===== src/rtl/scene_ctrl.sv =====
// -----------------------------------------------------------------------------
// scene_ctrl
//
// Top-level scene sequencer for the game display. Tracks which renderer is
// on screen (start screen, game, game-over), runs a fade-to-black /
// fade-from-black transition between the start screen and the game, and
// scales the selected renderer's RGB444 pixel by the current brightness.
//
// Ports
//   clk            system clock, rising-edge active
//   rst            asynchronous reset, active low
//   frame_tick     one-cycle pulse at the start of each vertical blank
//   mouse_left     left button level, already synchronous to clk
//   mouse_in_start high while the cursor is over the start button
//   game_over      one-cycle pulse from the game logic
//   pixel_start    RGB444 pixel from the start-screen renderer
//   pixel_game     RGB444 pixel from the game renderer
//   pixel_over     RGB444 pixel from the game-over renderer
//   pixel          registered, brightness-scaled RGB444 pixel to VGA
//   scene          active renderer: 0 = start, 1 = game, 2 = over
//   game_en        high while the game logic may advance
//   game_rst       one-cycle pulse clearing the game state
//
// Parameter
//   STEP_FRAMES    frame_tick pulses per brightness step (1..15)
// -----------------------------------------------------------------------------
module scene_ctrl #(
    parameter int STEP_FRAMES = 2
) (
    input  logic        clk,
    input  logic        rst,
    input  logic        frame_tick,
    input  logic        mouse_left,
    input  logic        mouse_in_start,
    input  logic        game_over,
    input  logic [11:0] pixel_start,
    input  logic [11:0] pixel_game,
    input  logic [11:0] pixel_over,
    output logic [11:0] pixel,
    output logic [1:0]  scene,
    output logic        game_en,
    output logic        game_rst
);

    typedef enum logic [2:0] {
        S_START,
        S_FADE_OUT,
        S_FADE_IN,
        S_GAME,
        S_OVER
    } state_t;

    // Frame counter value on which the next tick completes a brightness step.
    localparam logic [3:0] STEP_LAST = 4'(STEP_FRAMES - 1);

    state_t      state;
    logic [3:0]  level;
    logic [3:0]  fcnt;
    logic        mouse_prev;

    logic        click;
    logic        step_hit;
    logic [11:0] src_p0;

    // Scale one 4-bit channel by (level+1)/16; level 15 is unity, level 0 is black.
    function automatic logic [3:0] scale_channel(input logic [3:0] c, input logic [3:0] lvl);
        logic [7:0] prod;
        prod = {4'd0, c} * ({4'd0, lvl} + 8'd1);
        return 4'(prod >> 4);
    endfunction

    function automatic logic [1:0] scene_code(input state_t s);
        logic [1:0] code;
        case (s)
            S_FADE_IN, S_GAME: code = 2'd1;
            S_OVER:            code = 2'd2;
            default:           code = 2'd0;
        endcase
        return code;
    endfunction

    assign click    = mouse_left & ~mouse_prev;
    assign step_hit = frame_tick && (fcnt == STEP_LAST);

    // Scene FSM. scene/game_en follow the state register one cycle later.
    always_ff @(posedge clk or negedge rst) begin
        if (!rst) begin
            state      <= S_START;
            level      <= 4'd15;
            fcnt       <= 4'd0;
            mouse_prev <= 1'b0;
            scene      <= 2'd0;
            game_en    <= 1'b0;
            game_rst   <= 1'b0;
        end else begin
            mouse_prev <= mouse_left;
            scene      <= scene_code(state);
            game_en    <= (state == S_GAME);
            game_rst   <= 1'b0;

            case (state)
                S_START: begin
                    // A click wins over any simultaneous tick; ticks are unused here.
                    if (click && mouse_in_start) begin
                        state <= S_FADE_OUT;
                        fcnt  <= 4'd0;
                        level <= 4'd15;
                    end
                end
                S_FADE_OUT: begin
                    if (frame_tick) begin
                        if (step_hit) begin
                            fcnt <= 4'd0;
                            if (level == 4'd0) begin
                                // Fully black: swap to the game scene and clear it.
                                state    <= S_FADE_IN;
                                game_rst <= 1'b1;
                            end else begin
                                level <= level - 4'd1;
                            end
                        end else begin
                            fcnt <= fcnt + 4'd1;
                        end
                    end
                end
                S_FADE_IN: begin
                    if (frame_tick) begin
                        if (step_hit) begin
                            fcnt <= 4'd0;
                            if (level == 4'd15) begin
                                state <= S_GAME;
                            end else begin
                                level <= level + 4'd1;
                            end
                        end else begin
                            fcnt <= fcnt + 4'd1;
                        end
                    end
                end
                S_GAME: begin
                    if (game_over) begin
                        state <= S_OVER;
                    end
                end
                S_OVER: begin
                    if (click) begin
                        state <= S_START;
                    end
                end
                default: begin
                    state <= S_START;
                    level <= 4'd15;
                    fcnt  <= 4'd0;
                end
            endcase
        end
    end

    // Stage p0: source select by the registered scene.
    always_comb begin
        src_p0 = 12'h000;
        case (scene)
            2'd0:    src_p0 = pixel_start;
            2'd1:    src_p0 = pixel_game;
            2'd2:    src_p0 = pixel_over;
            default: src_p0 = 12'h000;
        endcase
    end

    // Stage p1: brightness scaling into the output register.
    always_ff @(posedge clk or negedge rst) begin
        if (!rst) begin
            pixel <= 12'h000;
        end else begin
            pixel <= {scale_channel(src_p0[11:8], level),
                      scale_channel(src_p0[7:4],  level),
                      scale_channel(src_p0[3:0],  level)};
        end
    end

endmodule


===== config.mk =====
export PLATFORM = sky130hd
export DESIGN_NAME = scene_ctrl
export DESIGN_NICKNAME = d
export VERILOG_FILES = /design/src/rtl/scene_ctrl.sv
export SDC_FILE = /design/constraint.sdc
export NUM_CORES = 1
export LEC_CHECK = 0
export CAP_MARGIN = 40
export CORE_MARGIN = 1
export CORE_UTILIZATION = 50
export DETAILED_ROUTE_END_ITERATION = 8
export GPL_TIMING_DRIVEN = 0
export PLACE_DENSITY = 0.82
export SYNTH_ARGS = -nofsm -noshare
export SYNTH_HDL_FRONTEND = slang
export SYNTH_SLANG_ARGS = --single-unit

===== constraint.sdc =====
create_clock -name clk -period 5.3 [get_ports clk]
set_clock_uncertainty 0.15 [all_clocks]
set_input_delay 1.325 -clock clk [delete_from_list [all_inputs] [get_ports clk]]
set_output_delay 1.325 -clock clk [all_outputs]
set_load 0.005 [all_outputs]

==> reports/qor.csv <==
metric;value;unit
outcome;finished clean;
P_leak;1.73;nW
HP Class;reg2reg;
Die Width;79.0;um
final hold vios;0;
Setup-failing EPs final;0;
Clk Latency, worst-skew pair;0.28;ns
total setup buffers inserted after CTS;0;
share of cells above drive strength 1;0.0981;
worst hold path startpoint;fcnt[2];
path depth of the worst reg2reg path;13;
TritonCTS clock tree;built;
Post-synth ARST share;1.00;
maximum vdd drop;0.000493;V
first-pass GRT wire length;11500;um
# nets final;469;
Synth top area share;0.203;
slew at the pin with the worst max-slew slack;0.682;ns
syn nets;406;
register bit total from synthesis;28;
Reg clk slew, reported paths;0.10;ns
CP Data Arrival Time;4.77;ns
root buf cell;clkbuf_8;
clock tree buffer depth;2;
number of fill cells;502;
clock sink count;28;
Avg WL per Cell;14.3;um
CTS Buf Count;3;
Synth area leader;dfrtp_1;
DRC;0;
gp weighted congestion;0.856;
post-route minimum period;4.70;ns
Placement Setup Slack;0.327;ns
Main synth FF type;dfrtp_1;
Power Dens Cells;622;nW/um^2
Core Area;5610;sq um
H-Tree Depth;1;
Ys Warns;0;
Syn Area/Cell;9.41;sq um
Slew HR;0.542;
Crit path required time;5.37;ns
Reg2Reg Capture Point;pixel[11];
die footprint;6240;sq um
Worst Hold Slack;0.363;ns
Ant. Diodes;0;
Crit Path Max Fanout;5;
Synth Cell Area;2970;sq um
row cnt;27;
max cap viols;0;
Vias per Instance;5.42;
DR vias;2433;
Post-synth EDFFs;0;
Synth area leaders;dfrtp_1 (20%), ha_1 (14%), fa_1 (11%), mux2i_1 (5.4%), xnor2_1 (4.4%);
gr usage total;0.233;
global route total overflow;0;
fmax;0.213;GHz
remaining antenna violation count;0;
I/O pin count;58;
commonest non-fill, non-tap cells in the layout;clkdlybuf4s50_1 (57), ha_1 (33), nor2_1 (31);
number of global-route vias before repair;2589;
final setup margin;0.599;ns
crit path to;pixel[11];
setup TNS;0;ns
setup slack, reg-to-reg;1.17;ns
RR Startpoint;level[0];
crit path from;pixel_game[10];
Starting Density;0.529;
DRT Wirelength;6430;um
pin count of the biggest net entering global routing;19;
sequential share of the synthesized area;0.238;
Mapped Cells;315;
Distinct cells, synth;53;
final instance area;3710;sq um
CP Capture Type;flop;
Area Growth Syn to Fin;25.2;%
crit path launch type;input port;
RSZ-0062 raised after global routing;no;
commonest non-fill, non-tap cell in the layout;clkdlybuf4s50_1;
initial antenna violation count;0;
Crit Path Class;in2reg;
DRT Pass-1 Iters;4;
Buffers on Ports;57;
Resize count post-CTS;0;
First DRT Iteration DRCs;134;
Slew Limit Fails;0;
Final Core Density;0.662;
Die Y-Extent;79.0;um
DPL Wire Length;5380;um
hold path cells;1;
# hold bufs at CTS;0;
placed cell area;3640;sq um
Final period util;0.887;
power by group:
part | switching, mW | internal, mW | total [mW]
registers | 0.0393 | 0.322 | 0.361
clock network | 0.0734 | 0.101 | 0.175
logic | 0.961 | 0.813 | 1.77
cells by family (layout without fill, tap and decap cells):
logic type	after synthesis	in the layout	share of synthesized area
and+or+nand+nor	103	103	0.177
AOI/OAI and AO/OA	53	53	0.150
adders and majority gates	49	49	0.247
buffers and inverters	42	104	0.0629
DFF	28	28	0.238
xor gates and xnor gates	24	24	0.0709
muxes	16	16	0.0540
cells in the mapped netlist, drive strengths merged (6+ instances only):
| master | number |
|---|---|
| a21o | 6 |
| a21oi | 12 |
| and2 | 7 |
| buf | 9 |
| dfrtp | 24 |
| fa | 16 |
| ha | 33 |
| inv | 30 |
| mux2i | 16 |
| nand2 | 30 |
| nand2b | 6 |
| nand3 | 6 |
| nor2 | 31 |
| o21ai | 7 |
| xnor2 | 15 |
| xor2 | 9 |
critical path: stages:
cell and delay [ns]:
clkdlybuf4s50_1 0.40, mux2i_1 0.14, nor2_1 0.06, a21oi_1 0.36, nor2_1 0.13, fa_1 0.53, inv_1 0.06, fa_1 0.53
inv_1 0.04, ha_1 0.35, a21o_1 0.20, a21o_1 0.20, a221oi_2 0.31, xnor2_1 0.14
layout make-up:
class,instances,area [sq um],area share
Sequential cell,28,706,0.190
Multi-Input combinational cell,245,2070,0.558
Clock buffer,3,41.3,0.0111
Timing Repair Buffer,58,586,0.158
Inverter,30,113,0.0303
Clock inverter,1,30.0,0.00809
Buffer,12,73.8,0.0199
Tap cell,72,90.1,0.0243
worst min path at each step:
stage	to	slack, ns
after detailed placement	fcnt[2]	0.35
after global routing	fcnt[2]	0.41
final	fcnt[2]	0.36
after CTS	fcnt[2]	0.37
after global placement	fcnt[2]	0.34
after floorplan	fcnt[2]	0.32
routing by layer:
| metal | GRT usage | vias to the layer above | wire [um] |
|---|---|---|---|
| li1 | - | 1195 | - |
| met1 | 0.285 | 1173 | 2740 |
| met2 | 0.432 | 56 | 3370 |
| met3 | 0.0264 | 9 | 232 |
| met4 | 0.0527 | 0 | 78 |
| met5 | 0 | - | 0 |
per-stage QoR:
step                instances  total power [mW]
global route              449              2.59
floorplan                 315              1.70
global placement          444              2.07
CTS                       449              2.34
detailed placement        445              2.14
finish                    449              2.31
flip-flops by register name, summed over array words and instances, names as in the netlist:
| signal | cells |
|---|---|
| fcnt | 4 |
| game_en | 1 |
| game_rst | 1 |
| level | 4 |
| mouse_prev | 1 |
| pixel | 12 |
| scene | 2 |
| state | 3 |
Power figures use the tool's default switching activity.
